--- config.mk ---
export PLATFORM = sky130hd
export DESIGN_NAME = vga_sync_gen
export DESIGN_NICKNAME = d
export VERILOG_FILES = /design/src/rtl/vga_sync_gen.sv
export SDC_FILE = /design/constraint.sdc
export NUM_CORES = 1
export LEC_CHECK = 0
export CORE_MARGIN = 10
export CORE_UTILIZATION = 55
export CTS_BUF_LIST = sky130_fd_sc_hd__clkbuf_8
export CTS_CLUSTER_SIZE = 28
export DETAILED_ROUTE_END_ITERATION = 16
export HOLD_SLACK_MARGIN = 0.08
export PLACE_DENSITY = 0.89
export SYNTH_ARGS = -nofsm -noshare
export SYNTH_HDL_FRONTEND = slang
export SYNTH_SLANG_ARGS = --single-unit
export TNS_END_PERCENT = 5
--- constraint.sdc ---
create_clock -name clk -period 2.75 [get_ports clk]
set_input_delay 0.55 -clock clk [delete_from_list [all_inputs] [get_ports clk]]
set_output_delay 0.55 -clock clk [all_outputs]
set_load 0.05 [all_outputs]
--- src/rtl/vga_sync_gen.sv ---
`default_nettype none
// ============================================================================
// Module   : vga_sync_gen
// Purpose  : VGA timing generator. Advances a horizontal pixel counter and a
//            vertical line counter on each pixel-enable pulse and decodes
//            active-low hsync/vsync, display-enable and line/frame strobes.
//            Default timing is 640x480 @ 800x525 totals.
// Ports    : clk          - system clock, all logic on posedge
//            i_sclr       - synchronous active-high clear
//            i_en         - pixel enable (one pulse per pixel, may be held)
//            o_hcnt       - current pixel column, 0..H_TOTAL-1
//            o_vcnt       - current line, 0..V_TOTAL-1
//            o_hsync      - horizontal sync, active low
//            o_vsync      - vertical sync, active low
//            o_disp_en    - high inside the visible region
//            o_line_end   - strobe on the enabled cycle of a line's last pixel
//            o_frame_end  - strobe on the enabled cycle of a frame's last pixel
// Options  : VGA_SYNC_REGOUT_EN - when defined, o_hcnt, o_vcnt, o_hsync,
//            o_vsync and o_disp_en are registered and lag the counters by one
//            enabled pixel; the strobes stay undelayed.
// Revision : 1.0 - initial release
// ============================================================================
module vga_sync_gen #(
    parameter int H_ACTIVE = 640,
    parameter int H_FP     = 16,
    parameter int H_SYNC   = 96,
    parameter int H_BP     = 48,
    parameter int V_ACTIVE = 480,
    parameter int V_FP     = 10,
    parameter int V_SYNC   = 2,
    parameter int V_BP     = 33,
    parameter int HWIDTH   = 10,
    parameter int VWIDTH   = 10
) (
    input  logic              clk,
    input  logic              i_sclr,
    input  logic              i_en,
    output logic [HWIDTH-1:0] o_hcnt,
    output logic [VWIDTH-1:0] o_vcnt,
    output logic              o_hsync,
    output logic              o_vsync,
    output logic              o_disp_en,
    output logic              o_line_end,
    output logic              o_frame_end
);

    // Phase boundaries expressed as counter values at which each phase starts.
    localparam logic [HWIDTH-1:0] c_h_fp_start   = HWIDTH'(H_ACTIVE);
    localparam logic [HWIDTH-1:0] c_h_sync_start = HWIDTH'(H_ACTIVE + H_FP);
    localparam logic [HWIDTH-1:0] c_h_bp_start   = HWIDTH'(H_ACTIVE + H_FP + H_SYNC);
    localparam logic [HWIDTH-1:0] c_h_last       = HWIDTH'(H_ACTIVE + H_FP + H_SYNC + H_BP - 1);
    localparam logic [VWIDTH-1:0] c_v_fp_start   = VWIDTH'(V_ACTIVE);
    localparam logic [VWIDTH-1:0] c_v_sync_start = VWIDTH'(V_ACTIVE + V_FP);
    localparam logic [VWIDTH-1:0] c_v_bp_start   = VWIDTH'(V_ACTIVE + V_FP + V_SYNC);
    localparam logic [VWIDTH-1:0] c_v_last       = VWIDTH'(V_ACTIVE + V_FP + V_SYNC + V_BP - 1);

    typedef enum logic [1:0] {
        PH_ACT  = 2'd0,
        PH_FP   = 2'd1,
        PH_SYNC = 2'd2,
        PH_BP   = 2'd3
    } phase_t;

    logic [HWIDTH-1:0] r_hcnt;
    logic [VWIDTH-1:0] r_vcnt;
    phase_t            r_hph;
    phase_t            r_vph;

    logic              w_h_last;
    logic              w_v_last;
    logic [HWIDTH-1:0] w_hcnt_nxt;
    logic [VWIDTH-1:0] w_vcnt_nxt;

    assign w_h_last   = (r_hcnt == c_h_last);
    assign w_v_last   = (r_vcnt == c_v_last);
    assign w_hcnt_nxt = w_h_last ? '0 : r_hcnt + HWIDTH'(1);
    assign w_vcnt_nxt = w_v_last ? '0 : r_vcnt + VWIDTH'(1);

    // Counters and both phase FSMs. Phases move on the same enable that
    // brings the counter to a boundary, so phase and count stay aligned and
    // the decode below needs no extra comparators.
    always_ff @(posedge clk) begin
        if (i_sclr) begin
            r_hcnt <= '0;
            r_vcnt <= '0;
            r_hph  <= PH_ACT;
            r_vph  <= PH_ACT;
        end else if (i_en) begin
            r_hcnt <= w_hcnt_nxt;
            case (r_hph)
                PH_ACT:  if (w_hcnt_nxt == c_h_fp_start)   r_hph <= PH_FP;
                PH_FP:   if (w_hcnt_nxt == c_h_sync_start) r_hph <= PH_SYNC;
                PH_SYNC: if (w_hcnt_nxt == c_h_bp_start)   r_hph <= PH_BP;
                PH_BP:   if (w_hcnt_nxt == '0)             r_hph <= PH_ACT;
                default: r_hph <= PH_ACT;
            endcase
            // Vertical state only moves on the enable that wraps the line.
            if (w_h_last) begin
                r_vcnt <= w_vcnt_nxt;
                case (r_vph)
                    PH_ACT:  if (w_vcnt_nxt == c_v_fp_start)   r_vph <= PH_FP;
                    PH_FP:   if (w_vcnt_nxt == c_v_sync_start) r_vph <= PH_SYNC;
                    PH_SYNC: if (w_vcnt_nxt == c_v_bp_start)   r_vph <= PH_BP;
                    PH_BP:   if (w_vcnt_nxt == '0)             r_vph <= PH_ACT;
                    default: r_vph <= PH_ACT;
                endcase
            end
        end
    end

    logic w_hsync;
    logic w_vsync;
    logic w_disp_en;

    assign w_hsync   = (r_hph != PH_SYNC);
    assign w_vsync   = (r_vph != PH_SYNC);
    assign w_disp_en = (r_hph == PH_ACT) && (r_vph == PH_ACT);

    // Strobes are gated by the enable so they are never wider than one clk,
    // even when the pixel enable is a sparse pulse.
    assign o_line_end  = i_en && w_h_last;
    assign o_frame_end = o_line_end && w_v_last;

`ifdef VGA_SYNC_REGOUT_EN
    logic [HWIDTH-1:0] r_hcnt_q;
    logic [VWIDTH-1:0] r_vcnt_q;
    logic              r_hsync_q;
    logic              r_vsync_q;
    logic              r_disp_en_q;

    // One enabled pixel of delay to line up with a single-stage pixel pipe.
    always_ff @(posedge clk) begin
        if (i_sclr) begin
            r_hcnt_q    <= '0;
            r_vcnt_q    <= '0;
            r_hsync_q   <= 1'b1;
            r_vsync_q   <= 1'b1;
            r_disp_en_q <= 1'b0;
        end else if (i_en) begin
            r_hcnt_q    <= r_hcnt;
            r_vcnt_q    <= r_vcnt;
            r_hsync_q   <= w_hsync;
            r_vsync_q   <= w_vsync;
            r_disp_en_q <= w_disp_en;
        end
    end

    assign o_hcnt    = r_hcnt_q;
    assign o_vcnt    = r_vcnt_q;
    assign o_hsync   = r_hsync_q;
    assign o_vsync   = r_vsync_q;
    assign o_disp_en = r_disp_en_q;
`else
    assign o_hcnt    = r_hcnt;
    assign o_vcnt    = r_vcnt;
    assign o_hsync   = w_hsync;
    assign o_vsync   = w_vsync;
    assign o_disp_en = w_disp_en;
`endif

endmodule
`default_nettype wire

==> flow_metrics.env <==
export IMPL_synth_avg_cell_area_sq_um=7.87
export IMPL_powerDensity_nw_per_um2=309
export IMPL_crit_required_ps=2200
export IMPL_status="finished, final reports clean"
export IMPL_totalWireLength_um=4690
export IMPL_tightest_slew_ps=603
export IMPL_ys_warn_count=0
export IMPL_cp_arrival_ps=2030
export IMPL_r2r_end="r_hph[0]"
export IMPL_grt_max_degree=18
export IMPL_hold_class="register to register"
export IMPL_initial_core_util=0.578
export IMPL_holdBufCountCts=0
export IMPL_ios=28
export IMPL_synthesis_instances=247
export IMPL_grt_pass1_wl_um=7800
export IMPL_rsz0062_at_grt="false"
export IMPL_cap_violations=0
export IMPL_setup_tns_ps=0
export IMPL_slew_violations=0
export IMPL_r2r_setup_slack_ps=260
export IMPL_ff2ff_path_depth=9
export IMPL_firstDrtPassIters=4
export IMPL_grt_usage=0.144
export IMPL_endpoint_kind="output pin"
export IMPL_synthFlopType="dfxtp_1"
export IMPL_cts_sinks=24
export IMPL_cts_max_path_buffers=2
export IMPL_r2r_start="o_hcnt[1]"
export IMPL_fmax_mhz=388
export IMPL_final_setup_viol_count=0
export IMPL_clock_skew_ps=1.87
export IMPL_grt_pass1_vias=1629
export IMPL_cp_start_kind="register"
export IMPL_worstPathCellList="ha_4, nand4_4, nor4_4, nand2_1, clkinvlp_4, and2_4, buf_12"
export IMPL_period_minus_slack_ps=2580
export IMPL_portBuffers=27
export IMPL_vias=1843
export IMPL_synth_ff_latch_count=24
export IMPL_clk_latency_ps=270
export IMPL_cts_root_buf="clkbuf_8"
export IMPL_fp_dieW_um=79.4
export IMPL_min_period_over_period=0.938
export IMPL_crit_fanout=7
export IMPL_placed_cells=305
export IMPL_hpwl_um=3390
export IMPL_grt_remaining_overflow=0
export IMPL_crit_type="register to output pin"
export IMPL_drt_initial_drc_count=166
export IMPL_vias_per_cell=5.93
export IMPL_drive_gt1_frac=0.109
export IMPL_synth_area_sq_um=1940
export IMPL_synth_top_cell_area_share=0.247
export IMPL_yosysSeqAreaShare=0.247
export IMPL_wire_per_inst_um=15.1
export IMPL_max_slew_margin=0.596
export IMPL_core_rowCount=21
export IMPL_layoutNonFillerInstCount=311
export IMPL_crit_start="o_hcnt[1]"
export IMPL_cts_tree="yes"
export IMPL_synth_cell_types=59
export IMPL_syn_nets=261
export IMPL_final_hold_violation_count=0
export IMPL_die_y_um=79.4
export IMPL_setup_worst_path_end="o_frame_end"
export IMPL_drc=0
export IMPL_critPathMaxStageDelay_ps=420
export IMPL_synth_edf_count=0
export IMPL_ant_nets=0
export IMPL_asyncSetResetFlopFracSynth=0
export IMPL_coreArea_sq_um=3360
export IMPL_die_area_sq_um=6310
export IMPL_nNetsFinal=280
export IMPL_area_delta_synth_final_pct=18.9
export IMPL_antenna_found_initial=0
export IMPL_ir_drop_mv=0.233
export IMPL_place_congestion=0.931
export IMPL_yosysTopAreaCell="dfxtp_1"
export IMPL_clk_pin_slew_ps=90
export IMPL_synth_area_top_cells="dfxtp_1 25%, ha_1 7.1%, a21oi_1 4.6%, nand2_1 3.7%, nor2_1 3.7%"
export IMPL_htree_levels=1
export IMPL_cp_slowest_cell="dfxtp_2"
export IMPL_numCtsBuffers=3
export IMPL_power_leakage_uw=0.000823
export IMPL_num_antenna_cells=0
-- worst max-delay path, delay by kind of cell, from the launching register on --
| kind | cells | cell delay [ps] |
|---|---|---|
| buffers and inverters | 2 | 290 |
| adders and majority gates | 1 | 210 |
| and+or+nand+nor | 4 | 840 |
| DFF | 1 | 420 |
-- power by group --
part,total [uW],switching (uW),internal [uW]
logic,39.7,23.6,16.1
clock network,319,125,195
registers,355,5.12,350
-- cell families (layout without fill, tap and decap cells) --
group | after synthesis | count (layout) | synth area share
compound gates | 54 | 54 | 0.188
xor+xnor | 13 | 13 | 0.0586
fa+ha+maj | 11 | 11 | 0.0708
buf+inv | 33 | 51 | 0.0876
flops | 24 | 24 | 0.247
mux | 7 | 7 | 0.0367
simple gates | 105 | 105 | 0.311
-- what timing repair did --
action,in CTS,in global routing
setup endpoints to repair,1,1
hold endpoints to repair,0,0
resized for setup,0,2
pin swaps,1,1
setup buffers,0,2
-- layout make-up --
class                      instances  area (sq um)
clock buffer                       3          41.3
clock inverter                     1          30.0
fill                             312          1050
inverter                          14          56.3
multi-input combinational        190          1310
sequential                        24           483
tap                               46          57.6
timing repair buffer              33           335
-- worst min-delay path by stage --
stage               from   endpoint  cells past startpoint
4_1_cts         r_vph[0]   r_vph[0]                      2
3_5_place_dp   o_hcnt[0]  o_hcnt[0]                      2
6_report        r_vph[0]   r_vph[0]                      2
5_1_grt         r_hph[1]   r_hph[1]                      2
2_1_floorplan   r_hph[1]   r_hph[1]                      2
3_3_place_gp   o_hcnt[0]  o_hcnt[0]                      2
-- cell usage after synthesis (7+ instances only) --
library cell	count
a21oi_1	18
clkbuf_1	11
dfxtp_1	24
ha_1	11
inv_1	14
nand2_1	19
nand2b_1	8
nand3_1	7
nor2_1	19
nor3_1	9
o21ai_0	9
xnor2_1	8
-- state kept, by name, summed over array words and instances (netlist names) --
signal  cells
r_vph       2
o_vcnt     10
r_hph       2
o_hcnt     10
-- layout by cell type (no fill, tap or decap), types with 2 or more instances in the layout --
master	count
nor4_1	3
xnor2_1	8
or3_1	4
buf_4	6
dfxtp_2	2
dfxtp_1	22
ha_1	10
o22ai_1	2
clkdlybuf4s50_1	25
inv_1	13
clkbuf_8	3
a31oi_1	6
and3_1	6
a21oi_1	18
a311oi_1	2
nand2b_1	8
nand4b_1	2
nor3b_1	2
buf_12	2
o21ai_0	9
and2_1	4
nand4_1	5
nand3b_1	2
o31ai_1	3
nor2_1	19
xor2_1	5
nor3_1	9
nand3_1	7
mux2i_1	6
o41ai_1	2
nand2_1	19
-- per-layer routing --
| layer | global-route usage | vias up | wire length [um] |
|---|---|---|---|
| li1 | - | 916 | - |
| met1 | 0.193 | 860 | 2190 |
| met4 | 0.0430 | 0 | 38 |
| met2 | 0.227 | 62 | 2130 |
| met5 | 0 | - | 0 |
| met3 | 0.0282 | 5 | 332 |
-- stage by stage --
| step | setup slack (ps) | hold slack [ps] | instance area [sq um] | power, uW | util |
|---|---|---|---|---|---|
| floorplan | 22.1 | 485 | 1950 | 386 | - |
| global placement | 340 | 500 | 2210 | 399 | 0.658 |
| detailed placement | 255 | 509 | 2210 | 400 | 0.658 |
| CTS | 33.0 | 525 | 2280 | 714 | 0.679 |
| global route | 56.8 | 559 | 2310 | 738 | 0.687 |
| finish | 170 | 524 | 2310 | 714 | 0.687 |
No activity file was read; power rests on OpenSTA's default activity.
==> RTL edit 1: new RTL, same settings <==
Set the parameter `VWIDTH` to 11 (it was 10).
--- a/src/rtl/vga_sync_gen.sv
+++ b/src/rtl/vga_sync_gen.sv
@@ -32,3 +32,3 @@
     parameter int HWIDTH   = 10,
-    parameter int VWIDTH   = 10
+    parameter int VWIDTH   = 11
 ) (
Ports: changed (resized o_vcnt); port bits go from 28 to 29. No check against the original RTL was run, so the function may have changed too.
==> RTL edit 1 against the unedited design <==
Combinational power rose by 32%; cell count rose by 10%; global-route usage rose by 1.8 points; sequential cell count rose by 1; routed wire length rose by 14%; power fell by 7.8%; area after synthesis rose by 8.3%; worst setup slack got worse by 0.019 ns; final area rose by 6.0%; first-iteration DRC count rose by 19%; non-clock buffer count rose by 3; sequential power rose by 4%; critical path type unchanged; largest cell class unchanged; largest power group unchanged.
==> RTL edit 1: results (changes against the unedited design) <==
[metrics] Net Count, Synth: 290 (was 261)
[metrics] Placed Area: 2390 µm² (was 2210 µm²)
[metrics] Inst Count DP: 338 (was 305)
[metrics] share of layout cells above drive strength 1: 0.102 (was 0.109)
[metrics] sequential fraction of the synthesis area: 0.238 (was 0.247)
[metrics] Post-Route Skew: 0.00522 ns (was 0.00187 ns)
[metrics] static power due to leakage: 0.833 nW (was 0.823 nW)
[metrics] Data arrival, critical path: 2.05 ns (was 2.03 ns)
[metrics] average footprint of a synthesized cell: 7.63 µm² (was 7.87 µm²)
[metrics] number of global-route vias before repair: 1944 (was 1629)
[metrics] pre-CTS setup slack: 0.204 ns (was 0.255 ns)
[metrics] reg2reg start: o_vcnt[0] (was o_hcnt[1])
[metrics] drt first pass iters: 5 (was 4)
[metrics] slew margin rel.: 0.416 (was 0.596)
[metrics] total via count after detailed routing: 2122 (was 1843)
[metrics] share of the clock period used by the worst path: 0.945 (was 0.938)
[metrics] most numerous cell types in the synthesized netlist: nor2_1, dfxtp_1, nand2_1, a21oi_1, inv_1 (was dfxtp_1, nand2_1, nor2_1, a21oi_1, inv_1)
[metrics] largest driver fanout on the critical path: 12 (was 7)
[metrics] total power draw: 0.000659 W (was 0.000714 W)
[metrics] slack of the worst reg-to-reg path: 0.29 ns (was 0.26 ns)
[metrics] Filler Cell Count: 326 (was 312)
[metrics] sw frac: 0.257 (was 0.215)
[metrics] largest net degree at the start of global routing: 24 (was 18)
[metrics] count of input and output buffers: 28 (was 27)
[metrics] longest individual stage delay on the worst path: 0.45 ns (was 0.42 ns)
[metrics] top cells by area in the synthesized netlist: dfxtp_1, ha_1, nor2_1, nand2_1, a21oi_1 (was dfxtp_1, ha_1, a21oi_1, nand2_1, nor2_1)
[metrics] cell type of the slowest stage on the worst timing path: dfxtp_1 (was dfxtp_2)
[metrics] average detailed-routed wire length per instance: 15.6 µm (was 15.1 µm)
[metrics] sequential power: 0.000370 W (was 0.000355 W)
[metrics] Worst VDD drop: 0.248 mV (was 0.233 mV)
[metrics] status: completed (unchanged)
[metrics] first-pass GRT wire length: 8.89 mm (was 7.80 mm)
[metrics] endpoint of the worst-slack reg-to-reg timing path: r_vph[0] (was r_hph[0])
[metrics] Post-layout nets: 309 (was 280)
-- RTL edit 1: changes by cell type after synthesis, sizes merged, moves of 3 or more --
cell	before	now
buf	5	14
clkbuf	14	8
nor2	19	36
nand2	19	24
and2	6	2
nor4	4	7
nand3b	2	6
nor2b	1	5
nand3	7	11
o41ai	3	0
a211oi	0	3
and3	6	1
-- RTL edit 1: per-layer routing --
metal  routed length, µm  vias up  GRT usage
li1                    -     1019          -
met1                2220      999      0.187
met2                2620       91      0.283
met3                 412       13     0.0393
met4                 100        0     0.0629
met5                   0        -          0
-- RTL edit 1: how the worst min path moves through the flow --
stage,cells after the start,to,startpoint,slack (ns)
global route,2,o_vcnt[1],o_vcnt[1],0.56
finish,2,o_vcnt[1],o_vcnt[1],0.53
detailed placement,2,r_vph[0],r_vph[0],0.52
CTS,2,r_hph[1],r_hph[1],0.54
global placement,2,r_hph[1],r_hph[1],0.50
floorplan,2,r_hph[1],r_hph[1],0.48
-- RTL edit 1: logic make-up after synthesis --
logic type	count (synthesis)	share of synthesized area
adders and majority gates	11	0.0654
AOI/OAI and AO/OA	55	0.178
xor gates and xnor gates	15	0.0624
muxes	5	0.0244
and+or+nand+nor	129	0.342
buffers and inverters	36	0.0898
DFF	25	0.238
-- RTL edit 1: layout make-up --
type	instances	area [µm²]	share of cell area
Clock buffer	3	41.3	0.0169
Timing Repair Buffer	36	360	0.147
Sequential cell	25	502	0.205
Clock inverter	1	7.51	0.00306
Multi-Input combinational cell	215	1430	0.582
Inverter	14	52.6	0.0215
Tap cell	48	60.1	0.0245
-- RTL edit 1: what timing repair did --
action / 4_1_cts / 5_1_grt
endpoints found under the hold margin: 0 / 0
resized for setup: 0 / 3
endpoints found under the setup margin: 0 / 4
==> RTL edit 2: new RTL, config.mk and constraints unchanged <==
Without the edit above. Register the outputs `o_hsync`, `o_vsync`, `o_disp_en` and `o_frame_end`; this adds one clock of latency there. The other outputs are not delayed to match. Comments in the files are not updated.
--- a/src/rtl/vga_sync_gen.sv
+++ b/src/rtl/vga_sync_gen.sv
@@ -121,3 +121,8 @@
     assign o_line_end  = i_en && w_h_last;
-    assign o_frame_end = o_line_end && w_v_last;
+    always_ff @(posedge clk) begin
+        o_hsync     <= w_hsync;
+        o_vsync     <= w_vsync;
+        o_disp_en   <= w_disp_en;
+        o_frame_end <= o_line_end && w_v_last;
+    end
 
@@ -155,5 +160,2 @@
     assign o_vcnt    = r_vcnt;
-    assign o_hsync   = w_hsync;
-    assign o_vsync   = w_vsync;
-    assign o_disp_en = w_disp_en;
 `endif
Check against the original RTL: not equivalent (a bounded check fails within 4 cycles, from zero or initial values).
==> RTL edit 2 against the unedited design <==
Area after synthesis is 4.1% higher; maximum frequency is 2.6% lower; sequential cell count is 4 higher; highest routed layer unchanged; sequential power is 16% higher; final area is 0.81% higher; routed wire length is 2.5% lower; worst setup slack worse by 0.069 ns; power is 1.1% lower.
==> RTL edit 2: results (changes against the unedited design) <==
[metrics] status: completed (unchanged)
[metrics] first-iteration detailed-routing DRC count: 157 (was 166)
[metrics] share of layout cells above drive strength 1: 0.0902 (was 0.109)
[metrics] area added between synthesis and finish: 15.2% (was 18.9%)
[metrics] number of non-clock buffers: 30 (was 33)
[metrics] Net Count, Synth: 265 (was 261)
[metrics] total via count after detailed routing: 1829 (was 1843)
[metrics] FF+latch count, synth: 28 (was 24)
[metrics] measured slew at the worst slew-check pin: 0.624 ns (was 0.603 ns)
[metrics] reg2reg start: o_hcnt[0] (was o_hcnt[1])
[metrics] most numerous cell types in the synthesized netlist: dfxtp_1, nand2_1, nor2_1, a21oi_1, inv_1 (unchanged)
[metrics] largest driver fanout on the critical path: 8 (was 7)
[metrics] sequential fraction of the synthesis area: 0.277 (was 0.247)
[metrics] buffer share of cell area: 0.130 (was 0.145)
[metrics] post-DR vias/cell: 5.86 (was 5.93)
[metrics] met2 wire length: 2.15 mm (was 2.13 mm)
[metrics] routing usage on met3: 0.0312 (was 0.0282)
[metrics] net switching component of the power: 0.000155 W (was 0.000153 W)
[metrics] post-synthesis instance total: 251 (was 247)
[metrics] Post-Route Skew: 0.00373 ns (was 0.00187 ns)
[metrics] sequential group share of total power: 0.584 (was 0.497)
[metrics] Inst Count DP: 308 (was 305)
[metrics] met2 global-route usage: 0.222 (was 0.227)
[metrics] number of global-route vias before repair: 1597 (was 1629)
[metrics] number of cells on the worst reg-to-reg path: 8 (was 9)
[metrics] static power due to leakage: 0.825 nW (was 0.823 nW)
[metrics] Register Area: 563 µm² (was 483 µm²)
[metrics] Worst VDD drop: 0.347 mV (was 0.233 mV)
[metrics] hold path startpoint: r_hph[1] (was r_vph[0])
[metrics] sw frac: 0.219 (was 0.215)
[metrics] worst min-delay path endpoint: r_hph[1] (was r_vph[0])
[metrics] average detailed-routed wire length per instance: 14.6 µm (was 15.1 µm)
[metrics] Post-layout nets: 281 (was 280)
[metrics] area used by multi-input combinational logic: 1290 µm² (was 1310 µm²)
[metrics] first-pass GRT wire length: 7.34 mm (was 7.80 mm)
[metrics] worst hold slack across all endpoints: 0.522 ns (was 0.524 ns)
[metrics] Power Clock: 0.000256 W (was 0.000319 W)
[metrics] total length of routed met3 wires: 370 µm (was 332 µm)
-- RTL edit 2: worst min-delay path, delay by kind of cell (launching register included) --
kind	cells	cell delay, ns
and+or+nand+nor	1	0.08
DFF	1	0.35
muxes	1	0.06
-- RTL edit 2: worst max path at each step --
stage,end,slack (ns)
floorplan,o_vcnt[7],0.20
global placement,r_hph[0],0.35
detailed placement,r_hph[0],0.20
CTS,o_line_end,0.08
global route,o_line_end,0.04
finish,o_line_end,0.10
-- RTL edit 2: logic make-up (layout without fill, tap and decap cells) --
group / count (synthesis) / count (layout) / share of synthesized area
compound gates: 54 / 54 / 0.181
fa+ha+maj: 11 / 11 / 0.0680
flops: 28 / 28 / 0.277
mux: 7 / 7 / 0.0353
simple gates: 105 / 105 / 0.299
buf+inv: 33 / 48 / 0.0841
xor+xnor: 13 / 13 / 0.0563
